--- config.mk ---
export PLATFORM = sky130hd
export DESIGN_NAME = inst_sramlike_axi_rd_bridge
export DESIGN_NICKNAME = d
export VERILOG_FILES = /design/src/rtl/inst_sramlike_axi_rd_bridge_pkg.sv /design/src/rtl/inst_sramlike_axi_rd_bridge.sv
export SDC_FILE = /design/constraint.sdc
export NUM_CORES = 1
export LEC_CHECK = 0
export CAP_MARGIN = 10
export CORE_ASPECT_RATIO = 2
export CORE_MARGIN = 2
export CORE_UTILIZATION = 27
export CTS_CLUSTER_SIZE = 12
export DETAILED_ROUTE_END_ITERATION = 6
export MAX_ROUTING_LAYER = met4
export PLACE_DENSITY = 0.86
export SETUP_SLACK_MARGIN = 0.3
export SYNTH_ARGS = -nofsm -noshare
export SYNTH_HDL_FRONTEND = slang
export SYNTH_SLANG_ARGS = --single-unit
--- constraint.sdc ---
create_clock -name clk -period 1.91 [get_ports clk]
set_input_delay 0.382 -clock clk [delete_from_list [all_inputs] [get_ports clk]]
set_output_delay 0.382 -clock clk [all_outputs]
set_load 0.02 [all_outputs]
--- src/rtl/inst_sramlike_axi_rd_bridge_pkg.sv ---
// Shared constants for the instruction-side SRAM-like to AXI read bridge.
// AXI encodings, SRAM-like size codes and AR FSM state codes. A data-side
// bridge with a W channel reuses the same constants.
package inst_sramlike_axi_rd_bridge_pkg;

    // AXI4 AR-channel encodings
    localparam logic [1:0] AXI_BURST_INCR   = 2'b01;
    localparam logic [7:0] AXI_LEN_SINGLE   = 8'h00;
    localparam logic [1:0] AXI_LOCK_NORMAL  = 2'b00;
    localparam logic [3:0] AXI_CACHE_DEVICE = 4'h0;
    localparam logic [2:0] AXI_PROT_DEFAULT = 3'h0;
    localparam logic [1:0] AXI_RESP_OKAY    = 2'b00;
    localparam int         AXI_SIZE_W       = 3;

    // SRAM-like size encodings
    localparam int         SRAM_SIZE_W    = 2;
    localparam logic [1:0] SRAM_SIZE_BYTE = 2'd0;
    localparam logic [1:0] SRAM_SIZE_HALF = 2'd1;
    localparam logic [1:0] SRAM_SIZE_WORD = 2'd2;

    // AR channel FSM state encodings
    localparam logic [0:0] AR_IDLE = 1'b0;
    localparam logic [0:0] AR_SEND = 1'b1;

    // SRAM-like size codes map directly onto AXI arsize (bytes = 2**size)
    function automatic logic [AXI_SIZE_W-1:0] sram_to_axi_size(input logic [SRAM_SIZE_W-1:0] size);
        return {1'b0, size};
    endfunction

endpackage

--- src/rtl/inst_sramlike_axi_rd_bridge.sv ---
// Instruction-fetch SRAM-like slave to single-beat AXI4 read master.
// One AR in flight at a time, up to MAX_OUTSTANDING accepted fetches awaiting
// R data; data comes back in acceptance order because the slave is in-order.
module inst_sramlike_axi_rd_bridge
    import inst_sramlike_axi_rd_bridge_pkg::*;
#(
    parameter int         MAX_OUTSTANDING = 2,
    parameter logic [3:0] ARID_VAL        = 4'h0
) (
    input  logic        clk,
    input  logic        reset,

    input  logic        inst_sram_req,
    input  logic        inst_sram_wr,
    input  logic [1:0]  inst_sram_size,
    input  logic [3:0]  inst_sram_wstrb,
    input  logic [31:0] inst_sram_addr,
    input  logic [31:0] inst_sram_wdata,
    output logic        inst_sram_addr_ok,
    output logic        inst_sram_data_ok,
    output logic [31:0] inst_sram_rdata,

    output logic [3:0]  arid,
    output logic [31:0] araddr,
    output logic [7:0]  arlen,
    output logic [2:0]  arsize,
    output logic [1:0]  arburst,
    output logic [1:0]  arlock,
    output logic [3:0]  arcache,
    output logic [2:0]  arprot,
    output logic        arvalid,
    input  logic        arready,

    input  logic [3:0]  rid,
    input  logic [31:0] rdata,
    input  logic [1:0]  rresp,
    input  logic        rlast,
    input  logic        rvalid,
    output logic        rready,

    output logic        rresp_err,
    output logic        wr_err
);

    localparam int               CNT_W   = $clog2(MAX_OUTSTANDING + 1);
    localparam logic [CNT_W-1:0] CNT_MAX = CNT_W'(MAX_OUTSTANDING);
    localparam logic [CNT_W-1:0] CNT_ONE = CNT_W'(1);

    logic [0:0]       state_q, state_d;
    logic [CNT_W-1:0] cnt_q, cnt_d;
    logic [31:0]      araddr_q, araddr_d;
    logic [1:0]       size_q, size_d;
    logic             rresp_err_q, rresp_err_d;
    logic             wr_err_q, wr_err_d;

    logic             accept;
    logic             r_fire;

    // Write-side and single-beat-only inputs have no function in a read-only in-order bridge
    logic unused_inputs;
    assign unused_inputs = ^{inst_sram_wstrb, inst_sram_wdata, rid, rlast};

    // Accept only when no AR is pending and there is room for one more return;
    // the registered count is used so a same-cycle return does not open a slot.
    assign accept            = inst_sram_req & ~inst_sram_wr & (state_q == AR_IDLE)
                             & (cnt_q < CNT_MAX) & ~reset;
    assign inst_sram_addr_ok = accept;

    assign rready            = (cnt_q != '0);
    assign r_fire            = rvalid & rready;
    assign inst_sram_data_ok = r_fire;
    assign inst_sram_rdata   = rdata;

    assign arid    = ARID_VAL;
    assign araddr  = araddr_q;
    assign arlen   = AXI_LEN_SINGLE;
    assign arsize  = sram_to_axi_size(size_q);
    assign arburst = AXI_BURST_INCR;
    assign arlock  = AXI_LOCK_NORMAL;
    assign arcache = AXI_CACHE_DEVICE;
    assign arprot  = AXI_PROT_DEFAULT;
    assign arvalid = (state_q == AR_SEND);

    assign rresp_err = rresp_err_q;
    assign wr_err    = wr_err_q;

    // AR FSM: latch the request on accept, hold it stable until arready
    always_comb begin
        // NOTE: every always_comb output gets a default first so no path leaves it unassigned (no latch).
        state_d  = state_q;
        araddr_d = araddr_q;
        size_d   = size_q;
        if (state_q == AR_IDLE) begin
            if (accept) begin
                state_d  = AR_SEND;
                araddr_d = inst_sram_addr;
                size_d   = inst_sram_size;
            end
        end else begin
            if (arready) begin
                state_d = AR_IDLE;
            end
        end
    end

    // Outstanding fetch count: up on accept, down on R handshake, both cancel
    always_comb begin
        cnt_d = cnt_q;
        if (accept && !r_fire) begin
            cnt_d = cnt_q + CNT_ONE;
        end else if (!accept && r_fire) begin
            cnt_d = cnt_q - CNT_ONE;
        end
    end

    // Sticky error flags: bad read response returned, or a write attempted
    always_comb begin
        rresp_err_d = rresp_err_q | (r_fire && (rresp != AXI_RESP_OKAY));
        wr_err_d    = wr_err_q | (inst_sram_req & inst_sram_wr);
    end

    // State registers with synchronous reset; reset drops all in-flight fetches
    always_ff @(posedge clk) begin
        // NOTE: sequential state uses non-blocking assignments so every flop samples pre-edge values.
        if (reset) begin
            state_q     <= AR_IDLE;
            cnt_q       <= '0;
            // NOTE: the address/size holding registers are reset too, because araddr/arsize are visible ports with a defined reset value.
            araddr_q    <= '0;
            size_q      <= '0;
            rresp_err_q <= 1'b0;
            wr_err_q    <= 1'b0;
        end else begin
            state_q     <= state_d;
            cnt_q       <= cnt_d;
            araddr_q    <= araddr_d;
            size_q      <= size_d;
            rresp_err_q <= rresp_err_d;
            wr_err_q    <= wr_err_d;
        end
    end

endmodule
Word level (Yosys, flattened, before mapping)
Index checks and enable logic that the tools add are counted.
- magnitude comparators: 1
- muxes and demuxes: 5
- reductions and logical operators: 9
- bitwise operators: 11
- add/subtract/negate cells: 2
- operators by type and width (cell ; count):
    1-bit bitwise AND ; 6
    2-bit nonzero test ; 3
    2-bit 2-to-1 mux ; 2
    1-bit logical AND ; 3
    1-bit 2-to-1 mux ; 3
    1-bit inverter ; 3
    2-bit by 1-bit adder with 2-bit output, second input constant ; 1
    1-bit logical NOT ; 2
    2-bit < comparator, second input constant ; 1
    1-bit bitwise OR ; 2
    2-bit AND reduction ; 1
    2-bit by 1-bit subtractor with 2-bit output, second input constant ; 1
- logic and storage cells: 34
- bits in registers: 39
- input port bits: 115
- output and inout port bits: 96

Longest topological paths before layout
Gate-level depths: netlist of the first run.
- word-level depth: 9
- depth in mapped cells: 8

Least setup slack after synthesis of the first run
Ideal clock, no wire load.
- path kind: register to register
- from: reg state_q, in the netlist arvalid
- to: reg cnt_q[1]
- stages on the path, launching flop included: 8
- data required time: 1839 ps
- data arrival time: 1918 ps
- path buffers: 2
- setup slack: -79 ps
- setup time: 71 ps
- path through: dfxtp_1 -> nor4_1 -> and2_2 -> buf_12 -> buf_12 -> ha_1 -> or3_2 -> a21oi_1
- word-level cells in the longest chain between the ends: 7
- RTL lines (what ; line ; RTL):
    start: declaration ; inst_sramlike_axi_rd_bridge.sv:49 ; logic [0:0] state_q, state_d;
    start signal: assignment ; inst_sramlike_axi_rd_bridge.sv:134 ; state_q <= state_d;
    1-bit inverter (no line) * ; n/a ;
    1-bit bitwise AND * ; inst_sramlike_axi_rd_bridge.sv:65 ; assign accept = inst_sram_req & ~inst_sram_wr & (state_q == AR_IDLE)
    1-bit bitwise AND * (2 in series) ; inst_sramlike_axi_rd_bridge.sv:66 ; & (cnt_q < CNT_MAX) & ~reset;
    net inst_sram_addr_ok ; inst_sramlike_axi_rd_bridge.sv:19 ; output logic inst_sram_addr_ok,
    1-bit logical NOT ; inst_sramlike_axi_rd_bridge.sv:111 ; end else if (!accept && r_fire) begin
    1-bit logical AND ; inst_sramlike_axi_rd_bridge.sv:111 ;
    2-bit nonzero test (no line) ; n/a ;
    end signal: assignment ; inst_sramlike_axi_rd_bridge.sv:135 ; cnt_q <= cnt_d;
    end: declaration ; inst_sramlike_axi_rd_bridge.sv:50 ; logic [CNT_W-1:0] cnt_q, cnt_d;
Mark *: on every way through the listed nets, which the timed path passes. The rest lies on a longest branch.
A chain may end at the register's enable or synchronous reset.

Final worst setup path of the first run
- from: in rvalid
- to: reg cnt_q[1]
- word-level cells in the longest chain between the ends: 4
- RTL lines (what ; line ; RTL):
    start: declaration ; inst_sramlike_axi_rd_bridge.sv:38 ; input logic rvalid,
    1-bit bitwise AND * ; inst_sramlike_axi_rd_bridge.sv:70 ; assign r_fire = rvalid & rready;
    1-bit logical NOT ; inst_sramlike_axi_rd_bridge.sv:109 ; if (accept && !r_fire) begin
    1-bit logical AND ; inst_sramlike_axi_rd_bridge.sv:109 ;
    2-bit 2-to-1 mux / 2-bit nonzero test (equally long branches) ; n/a ;
Mark *: on every way between the ends. The rest lies on a longest branch, timed or not.

==> qor.txt, run 1 <==
Site row count: 46
Max stage delay on crit path: 0.49 ns
Share of cells above drive strength 1: 24.5%
Slew Limit Fails: 0
Setup slack at placement: -0.372 ns
Min-delay src: rresp_err$_SDFF_PP0_
CP Launch Type: input pin
Final weighted congestion in routability-driven placement: 0.659
CTS Root Cell: clkbuf_16
Clock Latency Late Sink: 0.28 ns
Commonest cells after routing, fill and taps aside: clkdlybuf4s50_1 (41), dfxtp_1 (36), mux2_4 (28)
Post-Syn Area: 0.00214 mm^2
Num ports: 211
Ranking of synthesized cells by area: dfxtp_1 (36%), buf_4 (20%), mux2_4 (20%)
Worst vdd ir: 509 uV
Yosys cell types: 23
CTS buffer count: 5
Pwr/cell area: 946 mW/mm^2
Clock Sink Count: 39
Final antenna diode count: 0
Final min period: 1.64 ns
Antenna violations before repair: 0
H-Tree Depth: 2
Yosys top cell by area: dfxtp_1
Grt ovf: 0
First-pass GRT wire length: 6100 um
Pre-antenna DRT Iters: 4
P_leak: 1.71 nW
Top cell type's share of synthesized area: 36.4%
Commonest non-fill, non-tap cell in the layout: clkdlybuf4s50_1
CTS tree: built
Hold slack: 0.464 ns
Mapped Avg Cell Area: 11.2 um^2
Synth warn: 0
Final Cycle Share: 86.1%
Syn Inst Count: 192
WL/cell: 12.3 um
Final setup fails: 0
Util after Layout: 37.9%
Starting density of the core: 27.4%
Setup ws final: 0.266 ns
Unrepaired setup endpoints after global routing: true
Die area: 0.00871 mm^2
HPWL after detailed placement: 2990 um
Core ar.: 0.00783 mm^2
Max Clock Freq: 608 MHz
CP cell instances: clkdlybuf4s50_1 -> nand2_2 -> buf_4 -> ha_4 -> xor2_1 -> or3_4 -> a21oi_2
Number of DRC markers in iteration 0: 60
Maxcap violations: 0
Critical Path Sink Type: register
Pin count of the biggest net entering global routing: 40
Critical-path maximum fanout: 2
Clock transition at path regs: 0.06 ns
Remaining DRCs: 0
Routed Wire Length: 4180 um
Hold buffer count at cts: 0
Final net count: 360
Worst Skew: 0.00323 ns
Final ANT Viol Nets: 0
Vias in the first global route: 1267
Critical Path RT: 2.12 ns
Vias/cell: 3.97
Total track usage: 9.58%
Worst r2r src: arvalid$_SDFF_PP0_
Worst EP arrival: 1.85 ns
Maximum clock insertion buffer count: 2
Worst Path Buf+Inv: 2
Final setup TNS: 0 ns
CP max stage cell: clkdlybuf4s50_1
Hold Crit Class: register to register
Final hold viol count: 0
Die W: 67 um
Die height: 130 um
PortBufs: 81
Final Power: 2.81 mW
Area growth syn-to-layout: 38.6%
Crit path launch: rvalid
Overall via count from detail_route: 1353
WS Path Type: input pin to register
#FFs+latches synth: 39
Status: finished clean
Register area share after synthesis: 36.4%
Top delay family on crit path: buffers and inverters
synth_stat cells (all sizes together):
cell type	number
nor4	1
and2b	20
nand2	1
o21ai	2
xor2	2
nor2	3
clkbuf	2
mux2	34
a21oi	3
buf	62
nor2b	14
a21o	1
dfxtp	39
and2	1
inv	2
or3	1
or2	1
ha	1
conb	2
state kept, by name (all words and copies together), names as in the netlist:
name	count
araddr	32
arvalid	1
cnt_q	2
rresp_err	1
size_q	2
wr_err	1
metal layers:
metal / wire, um / global-route usage [%] / vias to the layer above
met2: 1750 / 14.0 / 92
met4: 116 / 5.28 / 0
met1: 1790 / 11.4 / 607
met3: 520 / 3.28 / 16
met5: 0 / - / -
li1: - / - / 638
worst register-to-register path: stages, from the launching register on:
cell and delay (ns):
dfxtp_2 0.33, nor4_4 0.25, and2_4 0.19, buf_6 0.11, ha_4 0.11, xor2_1 0.06
or3_4 0.38, a21oi_2 0.11
cell type report:
type | count | area (um^2)
clock inverters | 2 | 60.1
fillers | 776 | 4860
well taps | 96 | 120
inverters | 2 | 7.51
multi-input cells | 109 | 962
clock buffers | 6 | 129
repair buffers | 87 | 905
flip-flops and latches | 39 | 787
where the power goes:
part           internal, mW  total (mW)  switching (mW)
Sequential            0.917       0.973          0.0567
Combinational         0.419       0.771           0.352
Clock                 0.749        1.07           0.317
through the flow:
| step | std cells | area (um^2) |
|---|---|---|
| after floorplan | 214 | 2260 |
| after global placement | 333 | 2740 |
| after detailed placement | 333 | 2740 |
| after CTS | 341 | 2910 |
| after global routing | 341 | 2970 |
| final | 341 | 2970 |
cell families (layout without fill, tap and decap cells):
group,after synthesis,in the layout,synth area share (%)
AO/OA/AOI/OAI,6,6,1.52
XOR/XNOR,2,2,0.817
adder cells (fa/ha/maj),1,1,0.584
buffers and inverters,66,97,24.5
flip-flops,39,39,36.4
multiplexers,34,34,22.8
other,2,24,0.350
AND/OR/NAND/NOR,42,42,13.1
timing repair:
item,4_1_cts,5_1_grt
gates resized for setup,30,25
buffers inserted,0,0
endpoints found under the setup margin,50,43
pin swaps,1,2
worst paths after layout:
| path | end | slack [ns] | depth (start not counted) |
|---|---|---|---|
| max | cnt_q[1]$_SDFFE_PP0P_ | 0.27 | 7 |
| min reg2reg | rresp_err$_SDFF_PP0_ | 0.46 | 2 |
| max reg2reg | cnt_q[1]$_SDFFE_PP0P_ | 0.27 | 7 |
| min | rresp_err$_SDFF_PP0_ | 0.46 | 2 |
Power figures use the tool's default switching activity.
==> run 2, diff against run 1 <==
- CORE_UTILIZATION: 27 -> 30
- PLACE_DENSITY: 0.86 -> 0.91
- clock period: 1.91 -> 1.65 ns (I/O delays scaled with it)
==> run 2 against run 1 <==
Compared with the run above: the flow now finishes with violations (setup timing); flip-flop and latch count unchanged; worst setup slack got worse by 0.28 ns; first-iteration DRC count decreased by 58%; combinational power increased by 20%; register-to-register slack got worse by 0.28 ns; global-route usage increased by 2.6 points; routed wire length increased by 9.6%; design area decreased by 1.9%; critical path depth decreased by 1; clock skew increased by 0.0035 ns; largest cell class unchanged; largest power group is now registers; highest routed layer unchanged.
==> qor.txt, run 2 (same netlist as run 1, synthesis figures left out) <==
CP Launch Type: register
Final antenna diode count: 0
PortBufs: 81
Status: complete, but fails checks
Min-delay src: rresp_err$_SDFF_PP0_
Share of power burned in registers: 36.7%
WS Path Type: register to register
Number of DRC markers in iteration 0: 25
Setup slack, reg-to-reg: -0.01 ns
WP depth: 6
Reg2reg end: cnt_q[1]$_SDFFE_PP0P_
Clock network power share: 32.9%
Vias in the first global route: 1391
Pwr/cell area: 1050 mW/mm^2
Critical Path Sink Type: register
Remaining DRCs: 0
Die W: 63.8 um
Critical-path maximum fanout: 4
Routed Wire Length: 4580 um
Num ports: 211
Hold buffer count at cts: 0
Worst vdd ir: 713 uV
Final ANT Viol Nets: 0
Top delay family on crit path: simple AND/OR/NAND/NOR gates
Share of cells above drive strength 1: 25.3%
Worst setup endpoint: cnt_q[1]$_SDFFE_PP0P_
HPWL after detailed placement: 3330 um
H-Tree Depth: 2
Setup ws final: -0.00952 ns
CTS Root Cell: clkbuf_16
CP max stage cell: dfxtp_4
Total track usage: 12.2%
Die area: 0.00788 mm^2
Maximum clock insertion buffer count: 2
Slew Limit Fails: 0
Vias/cell: 4.01
Core ar.: 0.00694 mm^2
Final weighted congestion in routability-driven placement: 0.683
Maxcap violations: 0
Final min period: 1.66 ns
Pre-antenna DRT Iters: 2
CTS tree: built
Critical Path RT: 1.86 ns
Max reg flops: 32
Final Cycle Share: 101%
R2r worst-path depth: 6
Logic pwr share: 30.3%
Starting density of the core: 30.9%
Hold Crit Class: register to register
Site row count: 43
Clock Latency Late Sink: 0.28 ns
Max stage delay on crit path: 0.36 ns
CTS buffer count: 5
Antenna violations before repair: 0
Final Power: 3.05 mW
Final hold viol count: 0
Final net count: 364
P_leak: 1.45 nW
CP cell instances: nor4_4 -> and2_4 -> buf_6 -> ha_4 -> or3_4 -> a21oi_2
Worst EP arrival: 1.87 ns
Sw Pwr: 852 uW
Crit path launch: cnt_q[1]$_SDFFE_PP0P_
Clock transition at path regs: 0.06 ns
Internal power: 2.20 mW
Unrepaired setup endpoints after global routing: true
Area growth syn-to-layout: 36.0%
Clock Sink Count: 39
Die height: 124 um
Pin count of the biggest net entering global routing: 40
First-pass GRT wire length: 6980 um
Worst Skew: 0.00675 ns
Setup slack at placement: -0.522 ns
Final setup fails: 1
Commonest cells after routing, fill and taps aside: clkdlybuf4s50_1 (39), dlygate4sd2_1 (38), dfxtp_1 (37)
Overall via count from detail_route: 1360
Max Clock Freq: 603 MHz
Sw Share: 27.9%
Grt ovf: 0
Worst Path Buf+Inv: 1
Worst r2r src: cnt_q[1]$_SDFFE_PP0P_
Commonest non-fill, non-tap cell in the layout: clkdlybuf4s50_1
WL/cell: 13.5 um
Failing checks: setup timing
==> run 2: final cells by class <==
class | instances | area, um^2
Tap cell | 90 | 113
Inverter | 2 | 7.51
Multi-Input combinational cell | 109 | 960
Clock buffer | 8 | 156
Fill cell | 665 | 4030
Timing Repair Buffer | 91 | 892
Sequential cell | 39 | 786
==> run 2: how the worst min path moves through the flow <==
stage,to,slack [ns],cells after the start
5_1_grt,rresp_err$_SDFF_PP0_,0.49,2
3_5_place_dp,rresp_err$_SDFF_PP0_,0.45,2
4_1_cts,rresp_err$_SDFF_PP0_,0.46,2
2_1_floorplan,wr_err$_SDFF_PP0_,0.47,2
3_3_place_gp,rresp_err$_SDFF_PP0_,0.43,2
6_report,rresp_err$_SDFF_PP0_,0.45,2
==> run 2: worst register-to-register path, stage by stage (launching register included) <==
cell	delay, ns
dfxtp_4	0.36
nor4_4	0.25
and2_4	0.19
buf_6	0.11
ha_4	0.19
or3_4	0.36
a21oi_2	0.12
==> run 2: routing by layer <==
| metal | routed length (um) | track usage (%) | part of all wire, % |
|---|---|---|---|
| met1 | 1520 | 11.3 | 33 |
| met2 | 2400 | 20.9 | 52 |
| met3 | 398 | 3.64 | 8.7 |
| met4 | 257 | 9.24 | 5.6 |
| met5 | 0 | - | 0 |
==> run 2: power groups by stage <==
stage               clock, mW  sequential, mW  combinational [mW]
floorplan                   0            1.25               0.595
global placement            0            1.13               0.928
detailed placement          0            1.14               0.953
CTS                      1.05            1.12               0.910
global route             1.08            1.14               0.984
finish                   1.00            1.12               0.925
==> run 2: repair_timing <==
action	in CTS	in global routing
hold endpoints to repair	0	0
pin swaps	1	1
resized for setup	58	5
endpoints found under the setup margin	77	41
setup buffers	1	1
gates cloned	1	0
==> run 2: through the flow <==
stage | utilization [%] | std cells | setup TNS, ns | cell area (um^2) | hold WS (ns)
floorplan | - | 214 | -0.103 | 2260 | 0.471
global placement | 39.4 | 328 | -12.65 | 2740 | 0.435
detailed placement | 39.4 | 328 | -13.29 | 2740 | 0.453
CTS | 41.7 | 338 | -0.00640 | 2890 | 0.456
global route | 42.0 | 339 | -0.134 | 2910 | 0.487
finish | 42.0 | 339 | -0.00952 | 2910 | 0.451
==> run 3, diff against run 2 <==
- PLACE_DENSITY: 0.91 -> 0.82
==> run 3 against run 2 <==
Compared with the run above: the run now ends clean; total power shrank 3.4%; die area is the same; worst setup slack gained 0.050 ns; count of clock-buffer cells in the layout shrank 2; routed wire length shrank 1.5%; first-iteration DRC count shrank 4.0%; sequential power is essentially flat; maximum frequency grew 3.1%; via count grew 0.44%; flip-flop and latch count is the same; design area grew 0.26%; largest cell class unchanged.
==> qor.txt, run 3 (same netlist as run 1, synthesis figures left out) <==
Starting density of the core: 30.9%
Critical-path maximum fanout: 4
Grt ovf: 0
Non-Filler Instances: 340
Critical Path RT: 1.86 ns
Final net count: 367
Clock Sink Count: 39
Final min period: 1.61 ns
Site row count: 43
P_leak: 1.46 nW
Remaining DRCs: 0
Commonest cells after routing, fill and taps aside: clkdlybuf4s50_1 (38), dlygate4sd2_1 (38), dfxtp_1 (37)
Routed Wire Length: 4510 um
Die area: 0.00788 mm^2
Final hold viol count: 0
Worst Skew: 0.00413 ns
Worst EP arrival: 1.82 ns
HPWL after detailed placement: 3280 um
Die W: 63.8 um
First-pass GRT wire length: 7010 um
Final ANT Viol Nets: 0
Final antenna diode count: 0
Vias in the first global route: 1385
Clock Latency Late Sink: 0.28 ns
Overall via count from detail_route: 1366
Hold Crit Class: input pin to register
Final Power: 2.95 mW
Share of cells above drive strength 1: 25.6%
Max reg flops: 32
CP max stage cell: or3_4
Max stage delay on crit path: 0.36 ns
Setup ws final: 0.0408 ns
Pwr/cell area: 1010 mW/mm^2
Pin count of the biggest net entering global routing: 40
Vias/cell: 4.02
Num ports: 211
Final Cycle Share: 97.5%
CP cell instances: nor4_4 -> and2_4 -> buf_8 -> ha_4 -> or3_4 -> a21oi_2
Antenna violations before repair: 0
CTS tree: built
Unrepaired setup endpoints after global routing: true
H-Tree Depth: 2
Hold buffer count at cts: 0
CP Launch Type: register
Maximum clock insertion buffer count: 2
Slew Limit Fails: 0
Util after Layout: 42.1%
WS Path Type: register to register
WL/cell: 13.3 um
Core ar.: 0.00694 mm^2
Pre-antenna DRT Iters: 4
Number of DRC markers in iteration 0: 24
PortBufs: 81
Total track usage: 12.2%
Final setup fails: 0
Area growth syn-to-layout: 36.3%
Clock transition at path regs: 0.06 ns
Final weighted congestion in routability-driven placement: 0.652
Post-placement cell count: 330
Maxcap violations: 0
Die height: 124 um
CTS Root Cell: clkbuf_16
Max Clock Freq: 621 MHz
CTS buffer count: 5
Fillers: 688
Setup slack at placement: -0.536 ns
Critical Path Sink Type: register
Status: finished clean
Worst vdd ir: 527 uV
Final setup TNS: 0 ns
## run 3: power breakdown
part	total (mW)	internal, mW	switching (mW)
clock	0.890	0.543	0.347
sequential	1.11	1.06	0.0583
combinational	0.942	0.514	0.428
## run 3: final timing paths
| path | start | endpoint | slack (ns) | cells past startpoint |
|---|---|---|---|---|
| min reg2reg | rresp_err$_SDFF_PP0_ | rresp_err$_SDFF_PP0_ | 0.45 | 2 |
| max | cnt_q[1]$_SDFFE_PP0P_ | cnt_q[1]$_SDFFE_PP0P_ | 0.04 | 6 |
| max reg2reg | cnt_q[1]$_SDFFE_PP0P_ | cnt_q[1]$_SDFFE_PP0P_ | 0.04 | 6 |
| min | inst_sram_req | wr_err$_SDFF_PP0_ | 0.35 | 3 |
## run 3: layout make-up
cell class              instances  area (um^2)  share of cell area [%]
multi-input cells             109          960                    32.8
well taps                      90          113                    3.85
inverters                       2         7.51                   0.257
flip-flops and latches         39          783                    26.8
clock buffers                   6          129                    4.41
repair buffers                 94          930                    31.8
## run 3: routing by layer
metal | GRT usage (%) | vias to the layer above | wire length (um)
li1 | - | 647 | -
met2 | 20.7 | 73 | 2380
met3 | 3.37 | 25 | 372
met5 | - | - | 0
met4 | 8.70 | 0 | 224
met1 | 11.9 | 621 | 1530
## run 3: repair_timing
action / CTS / global route
gates resized for setup: 66 / 1
pin swaps: 1 / 1
cloned: 2 / 0
buffers inserted: 2 / 0
endpoints found under the setup margin: 77 / 39
## run 3: through the flow
| step | hold WS (ns) | area (um^2) |
|---|---|---|
| 6_report | 0.352 | 2920 |
| 2_1_floorplan | 0.471 | 2260 |
| 4_1_cts | 0.456 | 2920 |
| 3_3_place_gp | 0.435 | 2740 |
| 3_5_place_dp | 0.447 | 2740 |
| 5_1_grt | 0.400 | 2920 |
## run 3: critical path, delay by kind of cell (launching register included)
kind                       cells  cell delay [ns]
AOI/OAI and AO/OA              1             0.11
adders and majority gates      1             0.19
buffers and inverters          1             0.10
DFF                            1             0.34
and+or+nand+nor                3             0.80
